[config.mk]
export PLATFORM = sky130hd
export DESIGN_NAME = password_lock
export DESIGN_NICKNAME = d
export VERILOG_FILES = /design/src/rtl/password_lock.sv
export SDC_FILE = /design/constraint.sdc
export NUM_CORES = 1
export LEC_CHECK = 0
export ABC_CLOCK_PERIOD_IN_PS = 3500
export CAP_MARGIN = 20
export CORE_MARGIN = 3
export CORE_UTILIZATION = 55
export DETAILED_ROUTE_END_ITERATION = 12
export PLACE_DENSITY_LB_ADDON = 0.08
export SKIP_CTS_REPAIR_TIMING = 1
export SLEW_MARGIN = 20
export SYNTH_ARGS = -nofsm -noshare
export SYNTH_HDL_FRONTEND = slang
export SYNTH_SLANG_ARGS = --single-unit
[constraint.sdc]
create_clock -name clk -period 3.5 [get_ports clk]
set_clock_uncertainty 0.1 [all_clocks]
set_input_delay 1.05 -clock clk [delete_from_list [all_inputs] [get_ports clk]]
set_output_delay 1.05 -clock clk [all_outputs]
set_load 0.03 [all_outputs]
[src/rtl/password_lock.sv]
// Four-digit keypad lock: synchronised push-buttons, digit entry, code check, timed OPEN/FAIL dwell.
// Define LOCKOUT_EN to add a timed LOCKOUT state after MAX_FAILS consecutive failures.
module password_lock #(
    parameter logic [13:0] PASSWORD    = 14'd1234,
    parameter int unsigned HOLD_CYCLES = 50_000_000,
    parameter int unsigned LOCK_CYCLES = 250_000_000,
    parameter int unsigned MAX_FAILS   = 3
) (
    input  logic        clk,
    input  logic        rst,
    input  logic [3:0]  digit_in,
    input  logic        enter,
    input  logic        clr,
    output logic [13:0] disp_value,
    output logic [2:0]  digit_cnt,
    output logic        unlocked,
    output logic        error,
    output logic        locked_out,
    output logic [1:0]  fails
);

    localparam int unsigned DWELL_MAX = (HOLD_CYCLES > LOCK_CYCLES) ? HOLD_CYCLES : LOCK_CYCLES;
    localparam int unsigned DW        = (DWELL_MAX > 2) ? $clog2(DWELL_MAX) : 1;
    localparam logic [DW-1:0] HOLD_LAST = DW'(HOLD_CYCLES - 1);

    if (MAX_FAILS < 1 || MAX_FAILS > 3) begin : g_max_fails_range
        $error("MAX_FAILS must be in 1..3 to fit the fails counter");
    end

`ifdef LOCKOUT_EN
    localparam logic [DW-1:0] LOCK_LAST  = DW'(LOCK_CYCLES - 1);
    localparam logic [1:0]    FAIL_LIMIT = 2'(MAX_FAILS);

    typedef enum logic [2:0] {ENTRY, CHECK, OPEN, FAIL, LOCKOUT} state_t;
`else
    typedef enum logic [2:0] {ENTRY, CHECK, OPEN, FAIL} state_t;
`endif

    state_t        state;
    logic [DW-1:0] dwell;

    // [0],[1] synchronise; [2] holds the previous synchronised level for edge detection
    logic [2:0]  enter_sync;
    logic [2:0]  clr_sync;
    logic [1:0]  warm;
    logic        enter_armed;
    logic        clr_armed;
    logic        enter_pulse;
    logic        clr_pulse;
    logic [13:0] next_value;

    // A button only arms once it has been seen released after reset, so a press held
    // through reset release never produces an edge.
    always_ff @(posedge clk or negedge rst) begin
        if (!rst) begin
            enter_sync  <= '0;
            clr_sync    <= '0;
            warm        <= '0;
            enter_armed <= 1'b0;
            clr_armed   <= 1'b0;
        end else begin
            enter_sync  <= {enter_sync[1:0], enter};
            clr_sync    <= {clr_sync[1:0], clr};
            warm        <= {warm[0], 1'b1};
            enter_armed <= enter_armed | (warm[1] & ~enter_sync[1]);
            clr_armed   <= clr_armed | (warm[1] & ~clr_sync[1]);
        end
    end

    always_comb begin
        enter_pulse = enter_armed & enter_sync[1] & ~enter_sync[2];
        clr_pulse   = clr_armed & clr_sync[1] & ~clr_sync[2];
        next_value  = disp_value * 14'd10 + {10'd0, digit_in};
    end

`ifndef LOCKOUT_EN
    assign locked_out = 1'b0;
`endif

    always_ff @(posedge clk or negedge rst) begin
        if (!rst) begin
            state      <= ENTRY;
            dwell      <= '0;
            disp_value <= '0;
            digit_cnt  <= '0;
            unlocked   <= 1'b0;
            error      <= 1'b0;
            fails      <= '0;
`ifdef LOCKOUT_EN
            locked_out <= 1'b0;
`endif
        end else begin
            case (state)
                ENTRY: begin
                    dwell <= '0;
                    if (clr_pulse) begin
                        disp_value <= '0;
                        digit_cnt  <= '0;
                    end else if (enter_pulse && digit_in <= 4'd9) begin
                        disp_value <= next_value;
                        digit_cnt  <= digit_cnt + 3'd1;
                        if (digit_cnt == 3'd3) begin
                            state <= CHECK;
                        end
                    end
                end
                CHECK: begin
                    dwell <= '0;
                    if (disp_value == PASSWORD) begin
                        state    <= OPEN;
                        unlocked <= 1'b1;
                        fails    <= '0;
                    end else begin
                        state <= FAIL;
                        error <= 1'b1;
                        if (fails != 2'd3) begin
                            fails <= fails + 2'd1;
                        end
                    end
                end
                OPEN: begin
                    dwell <= dwell + 1'b1;
                    if (dwell == HOLD_LAST) begin
                        state      <= ENTRY;
                        dwell      <= '0;
                        unlocked   <= 1'b0;
                        disp_value <= '0;
                        digit_cnt  <= '0;
                    end
                end
                FAIL: begin
                    dwell <= dwell + 1'b1;
                    if (dwell == HOLD_LAST) begin
                        state      <= ENTRY;
                        dwell      <= '0;
                        error      <= 1'b0;
                        disp_value <= '0;
                        digit_cnt  <= '0;
`ifdef LOCKOUT_EN
                        if (fails == FAIL_LIMIT) begin
                            state      <= LOCKOUT;
                            locked_out <= 1'b1;
                        end
`endif
                    end
                end
`ifdef LOCKOUT_EN
                LOCKOUT: begin
                    dwell <= dwell + 1'b1;
                    if (dwell == LOCK_LAST) begin
                        state      <= ENTRY;
                        dwell      <= '0;
                        locked_out <= 1'b0;
                        fails      <= '0;
                    end
                end
`endif
                default: begin
                    state <= ENTRY;
                    dwell <= '0;
                end
            endcase
        end
    end

endmodule

======== Word-level counts from Yosys, hierarchy flattened ========
Index checks and enable logic that the tools add are counted.
operators by class
  multiplexer cells ....................... 22
  $add $sub $neg .......................... 4
  bitwise logic cells ..................... 12
  reduce and logical (&&, ||, !) cells .... 12
  multipliers ............................. 1
  shift operators ......................... 0
  divide/modulo/power cells ............... 0
  eq/ne operators ......................... 16
  magnitude comparators ................... 1
operators with widths
  kind                   count
  $mux 28                2
  $mux 14                3
  $add 28x1->28 const B  1
  $eq 28x26->1 const B   1
  $pmux 14 s2            1
  $mux 3                 6
  $ne 2x2->1 const B     8
  $add 14x4->14          1
  $eq 14x11->1 const B   1
  $mul 14x3->13 const B  1
  $eq 3x2->1 const B     3
  $pmux 3 s3             1
  $reduce_and 3->1       3
  $reduce_bool 2->1      4
  $and 1x1->1            6
  $pmux 3 s2             1
  $le 4x4->1 const B     1
  $mux 1                 4
  $mux 2                 2
  $not 1->1              4
  $pmux 1 s2             2
  $reduce_and 4->1       1
  $add 3x1->3 const B    1
  $eq 3x1->1 const B     1
  other kinds (8)        9
word-level totals
  output and inout port bits .............. 22
  memories kept ........................... 0
  logic and storage cells ................. 80
  register bits after elaboration ......... 62
  memory bits (writable) .................. 0
  bits in latches ......................... 0
  ROM bits ................................ 0
  input port bits ......................... 8

======== Longest topological paths before layout ========
Gate-level depths: netlist of run 1.
  word-level depth ........................ 6
  mapped depth ............................ 10
  depth with buffers taken out ............ 10

======== Worst setup path after synthesis of run 1 ========
No wires, ideal clock.
  path type ............................... register -> register
  start point ............................. register disp_value[1]
  end point ............................... register disp_value[13]
  setup slack ............................. 302 ps
  data required time ...................... 3279 ps
  period minus slack after synthesis ...... 3198 ps
  path buffers ............................ 0
  arrival ................................. 2977 ps
  library setup time ...................... 121 ps
  cell stages (with the launch flop) ...... 11
  path through ............................ dfrtp_1 > ha_1 > ha_1 > fa_1 > a211o_1 > a211o_1 > a32oi_2 > nor4b_4 > nand4_1 > xnor2_1 > a22o_1
between the ends
  cells in the longest elaborated chain, start to end .. 5
ends and longest elaborated chain
  element                 RTL line  RTL
  from (decl)             14        output logic [13:0] disp_value,
  from (signal assigned)  100       disp_value <= next_value;
  $mul 14x3->13           73        next_value = disp_value * 14'd10 + {10'd0, digit_in};
  $add 14x4->14           73
  $mux 14                 99        end else if (enter_pulse && digit_in <= 4'd9) begin
  $mux 14                 96        if (clr_pulse) begin
  $pmux 14 s2             93        case (state)
No other way between the ends. The select of a mux whose other input is x is not followed.
A chain may end at the register's enable or synchronous reset.

======== Final worst setup path of run 1 ========
  start point ............................. register disp_value[3]
  end point ............................... register disp_value[13]
Same word-level chain as after synthesis.

==> flow_summary.yaml, run 1 <==
yosys:
  synth_seq_area_share: 0.4433
  yosys_register_bits: 61
  synth_top_area_frac: 0.4433
  synthTopCellsByArea: "dfrtp_1 (44%), ha_1 (9.4%), xor2_1 (5.9%)"
  ys_warn_count: 0
  syn-cell-area_um2: 3443
  synth_top_cell_by_area: "dfrtp_1"
  async_flop_share: 1.000
  mappedNetlistNets: 375
  synthCells: 339
  syn_avg_cell_area_um2: 10.16
  synth_common_cells: "dfrtp_1 (61), nor2_1 (38), nand2_1 (33)"
  synthFlopType: "dfrtp_1"
  yosys.cell_count.top_type: "dfrtp_1"
  yosys.cell_types.count: 51
  synth-edff-count: 0
grt:
  grt_antenna_before_repair: 0
  grt_max_degree: 34
  grt-ovfl-total: 0
  grt_use_total: 0.2085
  grt_pass1_vias: 2554
  grt_pass1_wl_um: 12060
cells_and_area:
  num_antenna_cells: 0
  final_nets: 413
  area_growth_syn_to_layout_pct: 16.86
  layout-drive-gt1-share: 0.09948
power:
  p_comb_frac: 0.022
  swShare: 0.2351
  seqPwrFrac: 0.517
  ir_drop_mv: 0.3388
  fin_total_pwr_w: 0.001374
  p_clk_frac: 0.461
  p_leak_nw: 1.909
  p_sw_w: 0.0003231
  p_int_w: 0.001051
  p_per_area_nw_per_um2: 341.5
worst_setup_path:
  crit_type: "reg -> reg"
  path_max_fanout: 5
  worstSetupStartpointType: "flop"
  worstPathRequired_ns: 3.63
  arrival_ns: 3.35
  endpoint_kind: "flop"
timing:
  setup_viol: 0
  finalCriticalPeriod_ns: 3.226
  slew_headroom: 0.5053
  period_share: 0.9218
  finalHoldViolations: 0
  setup_tns_ns: 0
  slew_violations: 0
  clock.fmax_ghz: 0.3100
  rsz0062_at_grt: "no"
  tightest_slew_ns: 0.7421
drt:
  drt_iter0_drc: 125
  vias: 2549
  via_per_inst: 5.578
  drc: 0
  drt-total-wl_um: 6718
  dr.pass1.iters: 4
  wl_per_cell_um: 14.70
  ant_nets: 0
die:
  fp.dieArea_um2: 7246
  ioPinCount: 30
  rows: 28
  initial_core_util: 0.5748
  die_x_um: 85.13
  core_um2: 5991
  die_y_um: 85.13
job:
  max-cap-violations: 0
clock_network:
  htreeDepth: 3
  clk_latency_ns: 0.34
  path_clk_slew_ns: 0.08
  cts_made_buffers: 9
  clkSinkCount: 61
  cts_tree: "built"
  cts-root-buf: "clkbuf_8"
  cts_buffer_depth: 2
outcome:
  outcome: "complete, no violations"
placed_design:
  dpl.hpwl_um: 4890
  gp_congestion: 0.8177
  port_buffers: 28
worst_hold_path:
  holdCritPathClass: "reg -> reg"
-- cell type report --
| type | count | area (um2) |
|---|---|---|
| clock inverters | 7 | 73.82 |
| clock buffers | 9 | 123.9 |
| flip-flops and latches | 61 | 1526 |
| multi-input cells | 261 | 1844 |
| well taps | 75 | 93.84 |
| repair buffers | 35 | 327.8 |
| inverters | 9 | 33.78 |
| fillers | 465 | 1967 |
-- worst max-delay path, cell delays in order (launching register included) --
cell and delay (ns):
dfrtp_1 0.45, ha_1 0.31, ha_1 0.22, fa_1 0.43, a211o_1 0.34, a211o_1 0.27
a32oi_2 0.25, nor4b_4 0.26, nand4_1 0.14, xnor2_1 0.16, a22o_1 0.19
-- logic make-up (layout without fill, tap and decap cells) --
group           Yosys count  after routing  synth area share
mux                       1              1          0.003270
buf+inv                  17             60           0.02108
flops                    61             61            0.4433
compound gates           59             59            0.1126
other cells               2              2          0.002181
xor+xnor                 42             42            0.1090
simple gates            129            129            0.2024
fa+ha+maj                28             28            0.1061
-- routing by layer --
layer,vias to the layer above,track usage,wire length [um]
met2,59,0.3093,2977
met3,15,0.04175,323
li1,1261,-,-
met1,1214,0.3024,3289
met4,0,0.07914,127
met5,-,0,0
-- sequential cells by signal, summed over array words and instances, names as in the netlist --
signal and cells:
dwell 28, digit_cnt 3, disp_value 14, enter_sync 3
fails 2, unlocked 1, warm 2, error 1
clr_sync 3, clr_armed 1, state 2, enter_armed 1
-- layout by cell type (no fill, tap or decap), types with 4 or more instances in the layout --
master,instances
a21o_1,5
a21oi_1,10
a22o_1,9
and3_1,4
buf_4,7
clkbuf_8,9
clkdlybuf4s50_1,27
dfrtp_1,61
ha_1,26
inv_1,9
nand2_1,33
nand3_1,10
nand4_1,9
nor2_1,38
nor3_1,5
o21ai_0,21
xnor2_1,18
xor2_1,23
-- per-stage QoR --
step	util	hold slack, ns	setup WS, ns	instances	cell area (um2)
finish	0.6717	0.2502	0.2737	457	4024
CTS	0.6717	0.2519	0.2700	457	4024
global route	0.6717	0.2629	0.1075	457	4024
global placement	0.6387	0.2324	0.1508	441	3826
detailed placement	0.6387	0.2347	0.09490	441	3826
floorplan	-	0.2312	0.3023	339	3443
-- path summary, 6_finish.rpt --
kind / from / end / slack, ns / cells past startpoint
min in group asynchronous: rst / dwell[24] / 0.67 / 1
max in group asynchronous: rst / dwell[8] / 1.90 / 2
min: warm[0] / warm[1] / 0.25 / 0
min reg2reg: warm[0] / warm[1] / 0.25 / 0
max: disp_value[3] / disp_value[13] / 0.27 / 10
max reg2reg: disp_value[3] / disp_value[13] / 0.27 / 10
-- power by group through the flow --
stage / combinational, W / clock [W] / sequential [W]
detailed placement: 0.0000313 / 0 / 0.000725
finish: 0.0000298 / 0.000634 / 0.000711
global route: 0.0000345 / 0.000679 / 0.000711
CTS: 0.0000314 / 0.000645 / 0.000711
floorplan: 0.00000670 / 0 / 0.000724
global placement: 0.0000311 / 0 / 0.000724
(Power assumes the default switching activity.)
==> run 2: changes to the inputs <==
--- a/config.mk
+++ b/config.mk
@@ -8,9 +8,9 @@
 export ABC_CLOCK_PERIOD_IN_PS = 3500
 export CAP_MARGIN = 20
 export CORE_MARGIN = 3
-export CORE_UTILIZATION = 55
+export CORE_UTILIZATION = 30
 export DETAILED_ROUTE_END_ITERATION = 12
-export PLACE_DENSITY_LB_ADDON = 0.08
+export GPL_ROUTABILITY_DRIVEN = 0
 export SKIP_CTS_REPAIR_TIMING = 1
 export SLEW_MARGIN = 20
 export SYNTH_ARGS = -nofsm -noshare
==> run 2 against run 1 <==
Against the previous run:
- critical path depth unchanged
- sequential cell count unchanged
- highest routed layer unchanged
- register-to-register slack is essentially flat
- clock-buffer cell count stayed put
- fmax hardly changed
- routed wire length grew 3.8%
- die area up 77%
- critical path type unchanged
- total power is 20% higher
- sequential power about the same
- critical endpoint unchanged
- via count decreased by 0.47%
- combinational power about the same
- global-route usage fell by 8.9 points
==> flow_summary.yaml, run 2 (synthesis results as in run 1) <==
grt:
  grt_pass1_wl_um: 12210
  grt_antenna_before_repair: 0
  grt-ovfl-total: 0
  grt_use_total: 0.1195
  grt_pass1_vias: 2554
  grt_max_degree: 31
outcome:
  outcome: "complete, no violations"
drt:
  met1_length_um: 3138
  route.met3.wl_um: 403
  ant_nets: 0
  top_layer_used: "met4"
  dr.pass1.iters: 6
  wl_per_cell_um: 13.28
  via_per_inst: 4.832
  drt_iter0_drc: 74
  drt-total-wl_um: 6972
  drc: 0
  met2WireLength_um: 3322
  vias: 2537
power:
  p_per_area_nw_per_um2: 387.9
  p_leak_nw: 1.969
  ir_drop_mv: 0.4387
  fin_total_pwr_w: 0.001643
timing:
  setup_tns_ns: 0
  setup_viol: 0
  finalHoldViolations: 0
  slew_headroom: 0.5375
  period_share: 0.9211
  finalCriticalPeriod_ns: 3.224
  slew_violations: 0
  tightest_slew_ns: 0.6938
  clock.fmax_ghz: 0.3102
  rsz0062_at_grt: "no"
cells_and_area:
  final_nets: 416
  top_regs: "dwell (28), disp_value (14)"
  top_register: "dwell"
  fin_util: 0.3840
  mostFrequentLayoutCells: "dfrtp_1 (61), nor2_1 (38), nand2_1 (33)"
  largest_reg_flops: 28
  area_growth_syn_to_layout_pct: 23.00
  layout-drive-gt1-share: 0.1065
  final_common_cell: "dfrtp_1"
  num_antenna_cells: 0
worst_hold_path:
  holdCritPathClass: "reg -> reg"
  hold_depth: 0
  whs_endpoint: "warm[1]"
  hp-start: "warm[0]"
die:
  core_um2: 11030
  initial_core_util: 0.3122
  rows: 38
  ioPinCount: 30
  die_x_um: 113.1
  die_y_um: 113.1
  fp.dieArea_um2: 12800
clock_network:
  cts_buffer_depth: 2
  htreeDepth: 3
  cts_tree: "built"
  cts_made_buffers: 9
  clk_latency_ns: 0.33
  cts-root-buf: "clkbuf_16"
  clkSinkCount: 61
  path_clk_slew_ns: 0.06
worst_setup_path:
  endpoint_kind: "flop"
  worstReg2RegStart: "disp_value[1]"
  path_cells: "ha_1, ha_1, fa_1, a211o_1, a211o_1, a32oi_2, nor4b_4, nand4_1, xnor2_1, a22o_1"
  worstSetupStartpointType: "flop"
  max_stage_delay_ns: 0.45
  crit_type: "reg -> reg"
  worstPathRequired_ns: 3.62
  crit_slowest_cell: "fa_1"
  path_max_fanout: 3
  rrSetupSlack_ns: 0.28
  reg2reg_depth: 10
  worstReg2RegEnd: "disp_value[13]"
  arrival_ns: 3.35
job:
  max-cap-violations: 0
placed_design:
  dpl.hpwl_um: 5156
  port_buffers: 28
## run 2: changes by cell type in the layout (fill, tap and decap cells not counted), sizes merged
| cell | previous run | this run |
|---|---|---|
| clkinvlp | 1 | 2 |
| clkinv | 3 | 1 |
| buf | 8 | 11 |
| inv | 11 | 12 |
## run 2: through the flow
stage | setup slack, ns | hold slack (ns) | area [um2] | cells
after floorplan | 0.3023 | 0.2312 | 3443 | 339
after global placement | 0.1306 | 0.2321 | 3930 | 509
after detailed placement | 0.09046 | 0.2347 | 3930 | 509
after CTS | 0.2657 | 0.2482 | 4235 | 525
after global routing | 0.07309 | 0.2495 | 4235 | 525
final | 0.2760 | 0.2454 | 4235 | 525
## run 2: worst max-delay path by stage
stage / cells after the start / to / slack, ns / startpoint
6_report: 10 / disp_value[13] / 0.28 / disp_value[1]
5_1_grt: 10 / disp_value[13] / 0.07 / disp_value[1]
4_1_cts: 10 / disp_value[13] / 0.27 / disp_value[1]
3_5_place_dp: 10 / disp_value[13] / 0.09 / digit_in[1]
3_3_place_gp: 10 / disp_value[13] / 0.13 / digit_in[1]
2_1_floorplan: 10 / disp_value[13] / 0.30 / disp_value[1]
## run 2: area by class of cell
class,instances,area (um2)
flip-flops and latches,61,1526
clock inverters,7,80.08
multi-input cells,261,1844
inverters,9,33.78
clock buffers,9,225.2
fillers,1102,6795
well taps,140,175.2
repair buffers,38,350.3
## run 2: critical path: cells and delay by family (launching register included)
| kind | cells | cell delay [ns] |
|---|---|---|
| compound gates | 4 | 1.07 |
| fa+ha+maj | 3 | 0.97 |
| simple gates | 2 | 0.42 |
| flops | 1 | 0.38 |
| xor+xnor | 1 | 0.16 |
## run 2: per-layer routing
| metal | up-vias | GRT usage |
|---|---|---|
| li1 | 1274 | - |
| met1 | 1199 | 0.1474 |
| met2 | 53 | 0.1912 |
| met3 | 11 | 0.04813 |
| met4 | 0 | 0.03926 |
| met5 | - | 0 |
## run 2: report_power, final
group,switching [W],internal [W]
logic,0.0000198,0.0000102
clock network,0.000342,0.000559
registers,0.00000169,0.000710
total,0.000364,0.00128
==> run 3: changes to the inputs <==
--- a/config.mk
+++ b/config.mk
@@ -6,7 +6,8 @@
 export NUM_CORES = 1
 export LEC_CHECK = 0
 export ABC_CLOCK_PERIOD_IN_PS = 3500
-export CAP_MARGIN = 20
+export CAP_MARGIN = 15
+export CORE_ASPECT_RATIO = 1.75
 export CORE_MARGIN = 3
 export CORE_UTILIZATION = 30
 export DETAILED_ROUTE_END_ITERATION = 12
==> run 3 against run 2 <==
Against the previous run:
- first-iteration DRC count rose by 11%
- routed wire length is 11% higher
- core utilization fell by 0.13 points
- critical path depth unchanged
- via count rose by 4.1%
- sequential cell count is the same
- final cell count is 1.7% lower
- design area grew 0.89%
- sequential share of layout area decreased by 0.32 points
- sequential power hardly changed
- total power grew 7.7%
- worst setup slack worse by 0.021 ns
==> flow_summary.yaml, run 3 (synthesis results as in run 1) <==
outcome:
  outcome: "complete, no violations"
cells_and_area:
  final_common_cell: "dfrtp_1"
  layout-drive-gt1-share: 0.1042
  final_nets: 415
  mostFrequentLayoutCells: "dfrtp_1 (61), nor2_1 (38), nand2_1 (33)"
  top_regs: "dwell (28), disp_value (14)"
  largest_reg_flops: 28
  final_area_um2: 4273
  top_register: "dwell"
  area_growth_syn_to_layout_pct: 24.09
  num_antenna_cells: 0
  fill_cells: 1098
die:
  die_x_um: 86.99
  rows: 51
  core_um2: 11170
  die_y_um: 147.7
  fp.dieArea_um2: 12850
  ioPinCount: 30
  initial_core_util: 0.3083
drt:
  drc: 0
  drt_iter0_drc: 82
  wl_per_cell_um: 15.03
  via_per_inst: 5.116
  drt-total-wl_um: 7758
  dr.pass1.iters: 4
  vias: 2640
  ant_nets: 0
timing:
  slew_headroom: 0.6573
  period_share: 0.9272
  setup_tns_ns: 0
  slew_violations: 0
  setup_viol: 0
  finalHoldViolations: 0
  tightest_slew_ns: 0.5123
  clock.fmax_ghz: 0.3082
  rsz0062_at_grt: "no"
  finalCriticalPeriod_ns: 3.245
power:
  ir_drop_mv: 0.3962
  p_per_area_nw_per_um2: 414.2
  p_leak_nw: 1.988
worst_hold_path:
  holdCritPathClass: "reg -> reg"
  hold_depth: 0
  whs_endpoint: "clr_sync[1]"
  hp-start: "clr_sync[0]"
worst_setup_path:
  reg2reg_depth: 10
  worstPathRequired_ns: 3.61
  rrSetupSlack_ns: 0.25
  arrival_ns: 3.36
  worstReg2RegStart: "disp_value[1]"
  endpoint_kind: "flop"
  worstReg2RegEnd: "disp_value[13]"
  worstSetupStartpointType: "flop"
  crit_type: "reg -> reg"
  path_max_fanout: 3
clock_network:
  cts_buffer_depth: 2
  cts_made_buffers: 9
  cts-root-buf: "clkbuf_16"
  htreeDepth: 3
  path_clk_slew_ns: 0.05
  clkSinkCount: 61
  clk_latency_ns: 0.33
  cts_tree: "built"
placed_design:
  port_buffers: 28
  place_area_um2: 3925
  dpl.hpwl_um: 5730
grt:
  grt_use_total: 0.1303
  grt_antenna_before_repair: 0
  grt_pass1_vias: 2736
  grt_max_degree: 48
  grt-ovfl-total: 0
  grt_pass1_wl_um: 13200
job:
  max-cap-violations: 0
run 3: cell types whose count changed in the layout (fill, tap and decap cells not counted):
cell,delta
buf_12,+1
inv_6,-2
bufinv_16,+2
buf_4,-2
run 3: how the worst max path moves through the flow:
stage             startpoint  cells after the start             end  slack [ns]
2_1_floorplan  disp_value[1]                     10  disp_value[13]        0.30
3_3_place_gp     digit_in[1]                     10  disp_value[13]        0.13
3_5_place_dp     digit_in[1]                     10  disp_value[13]         0.1
4_1_cts        disp_value[1]                     10  disp_value[13]        0.24
5_1_grt        disp_value[1]                     10  disp_value[13]        0.10
6_report       disp_value[1]                     10  disp_value[13]        0.25
run 3: report_power, final:
group,leakage (nW),internal (W),switching [W]
registers,0.793,0.000710,0.00000204
logic,1.03,0.0000110,0.0000199
clock network,0.162,0.000698,0.000328
total,1.99,0.00142,0.000350
run 3: cell type report:
type	count	area, um2	area share
clock inverter	7	122.6	0.02870
clock buffer	9	225.2	0.05271
timing repair buffer	37	355.3	0.08316
multi-input combinational	261	1844	0.4316
tap	132	165.2	0.03865
sequential	61	1526	0.3572
inverter	9	33.78	0.007906
run 3: per-stage QoR:
| stage | hold WS (ns) | cells | total power [W] | worst slack, ns | util |
|---|---|---|---|---|---|
| floorplan | 0.2312 | 339 | 0.0007309 | 0.3023 | - |
| global placement | 0.2342 | 500 | 0.0007566 | 0.1297 | 0.3515 |
| detailed placement | 0.2372 | 500 | 0.0007574 | 0.09831 | 0.3515 |
| CTS | 0.2505 | 516 | 0.001791 | 0.2353 | 0.3826 |
| global route | 0.2678 | 516 | 0.001826 | 0.1042 | 0.3826 |
| finish | 0.2480 | 516 | 0.001770 | 0.2549 | 0.3826 |
run 3: critical path, stage by stage, from the launching register on:
cell	delay, ns
dfrtp_1	0.38
ha_1	0.29
ha_1	0.25
fa_1	0.43
a211o_1	0.34
a211o_1	0.27
a32oi_2	0.29
nor4b_4	0.28
nand4_1	0.14
xnor2_1	0.16
a22o_1	0.19
run 3: layer usage:
metal,up-vias,track usage,wire length [um]
met5,-,0,0
met4,0,0.07488,269
met3,19,0.02064,171
met2,46,0.2256,4184
met1,1304,0.1475,3132
li1,1271,-,-
==> patch (settings of run 2) <==
Add a define of `LOCKOUT_EN`.
--- a/src/rtl/password_lock.sv
+++ b/src/rtl/password_lock.sv
@@ -2,2 +2,4 @@
 // Define LOCKOUT_EN to add a timed LOCKOUT state after MAX_FAILS consecutive failures.
+`define LOCKOUT_EN
+
 module password_lock #(
Function: same outputs for any inputs over 10 cycles, from zero or initial values and one cycle with rst low; that may be too few to reach the edited logic, so the function may still have changed.
==> patch against run 2 <==
  * Combinational power about the same
  * Global-route usage down 0.12 points
  * Total power up 5.1%
  * Routed wire length up 6.1%
  * Via count up 4.4%
  * Final area up 1.2%
  * Sequential cell count up 2
  * Critical path depth unchanged
  * Worst setup slack better by 0.12 ns
  * Die area up 2.4%
  * Core utilization about the same
  * Synthesized area up 2.6%
  * Critical path type unchanged
  * Critical endpoint unchanged
  * Highest routed layer unchanged
==> patch: results (changes against run 2) <==
Outcome
  – Status: finished, final reports clean (unchanged)

Worst setup path
  – R2r endpoint: disp_value[13] (unchanged)
  – Worst path slowest cell: dfrtp_1 (was fa_1)
  – CP peak stage delay: 0.47 ns (was 0.45 ns)
  – Delay-heaviest family, CP: adder cells (was compound AO/OA/AOI/OAI gates)
  – Internal reg-to-reg setup slack: 0.40 ns (was 0.28 ns)
  – Arrival @ worst endpoint: 3.20 ns (was 3.35 ns)
  – Crit path max fanout: 6 (was 3)
  – Worst R2R Path Depth: 10 (unchanged)
  – WS Path Type: reg -> reg (unchanged)
  – CP Launch Point: disp_value[1] (unchanged)
  – Worst R2R Start: disp_value[1] (unchanged)

Synth
  – Primary FF master, synth: dfrtp_1 (unchanged)
  – Top cells by area, synth: dfrtp_1 45%, ha_1 9.2%, xor2_1 6.4% (was dfrtp_1 44%, ha_1 9.4%, xor2_1 5.9%)
  – Commonest cells in the synthesized netlist: 63 x dfrtp_1, 45 x nor2_1, 42 x nand2_1 (was 61 x dfrtp_1, 38 x nor2_1, 33 x nand2_1)
  – Number of library cell types mapped by synthesis: 50 (was 51)
  – Syn Nets: 390 (was 375)
  – Share of the yosys chip area belonging to registers: 44.63% (was 44.33%)
  – Ys Warns: 0 (unchanged)

Power and ir drop
  – Leak Pwr: 1.964 nW (was 1.969 nW)
  – Peak supply drop: 0.0002187 V (was 0.0004387 V)
  – Clock-net power: 0.000960 W (was 0.000901 W)
  – Switching share of power: 18.53% (was 22.14%)
  – P_seq: 0.000736 W (was 0.000712 W)
  – Power Density: 402.5 nW/um^2 (was 387.9 nW/um^2)

Clocking
  – Worst-path clk slew: 0.05 ns
  – Clock Latency Late Sink: 0.32 ns
  – Clock root buffer: clkbuf_16 (unchanged)
  – CTS H-tree lvls: 3 (unchanged)
  – CTS Buf Count: 9 (unchanged)

Place
  – DP Worst Slack: 0.1267 ns (was 0.09046 ns)
  – Final HPWL DP: 5.331 mm (was 5.156 mm)
  – Port Buf Inserts: 29 (was 28)

Detailed routing
  – 1st-iter DRT viols: 158 (was 74)
  – Vias per cell: 4.951 (was 4.832)
  – Final wirelength: 7.398 mm (was 6.972 mm)
  – DRT Pass-1 Iters: 4 (was 6)

Global route
  – Initial antenna violation count: 0 (unchanged)
  – Largest net degree at the start of global routing: 33 (was 31)
  – GR Util All Layers: 11.83% (was 11.95%)
  – Vias in the first global route: 2541 (was 2554)
  – First-pass GRT wire length: 12.39 mm (was 12.21 mm)

Layout
  – Fin nets: 426 (was 416)
  – Ant diodes: 0 (unchanged)
  – Layout cells sized above 1: 6.582% (was 10.65%)
  – Filler Cells Inserted: 1084 (was 1102)

Timing
  – Final Cycle Share: 88.58% (was 92.11%)
  – Rel. slew slack: 51.03% (was 53.75%)
  – Hold Slack: 0.2454 ns (about the same)

Min path
  – Worst Hold Depth: 0 (unchanged)

Die
  – Die width: 114.5 um (was 113.1 um)
==> patch: cell count changes after synthesis, sizes merged, moves of 3 or more <==
cell	delta
nand2	+9
nor2	+7
and3	+5
nor4	+4
a22o	-3
nor4b	-3
o21ai	-3
or3	-3
xor2	+3
==> patch: area by class of cell <==
| class | instances | area (um^2) | area share [%] |
|---|---|---|---|
| sequential | 63 | 1577 | 36.77 |
| clock inverter | 3 | 65.06 | 1.517 |
| inverter | 8 | 30.03 | 0.7003 |
| timing repair buffer | 31 | 312.8 | 7.295 |
| clock buffer | 13 | 260.3 | 6.069 |
| tap | 140 | 175.2 | 4.085 |
| multi-input combinational | 277 | 1868 | 43.57 |
==> patch: worst min-delay path by stage <==
stage,from,end
floorplan,clr_sync[0],clr_sync[1]
global placement,warm[0],warm[1]
detailed placement,clr_sync[0],clr_sync[1]
CTS,clr_sync[0],clr_sync[1]
global route,clr_sync[0],clr_sync[1]
finish,clr_sync[0],clr_sync[1]
==> patch: per-stage QoR <==
| step | cells | instance area [um^2] |
|---|---|---|
| floorplan | 354 | 3532 |
| global placement | 519 | 3963 |
| detailed placement | 519 | 3963 |
| CTS | 535 | 4288 |
| global route | 535 | 4288 |
| finish | 535 | 4288 |
==> patch: routing by layer <==
layer,part of all wire (%),vias up,GRT usage [%]
met3,4.3,9,3.277
met5,0,-,0
met1,48,1280,15.71
met4,1.4,0,3.721
met2,46,48,18.70
li1,-,1312,-
==> patch: cell families after synthesis <==
group / Yosys count / synth area share (%)
AOI/OAI and AO/OA: 50 / 9.033
xor gates and xnor gates: 45 / 11.16
adders and majority gates: 28 / 10.34
buffers and inverters: 14 / 2.480
DFF: 63 / 44.63
muxes: 2 / 0.6022
other: 1 / 0.1062
and+or+nand+nor: 151 / 21.64
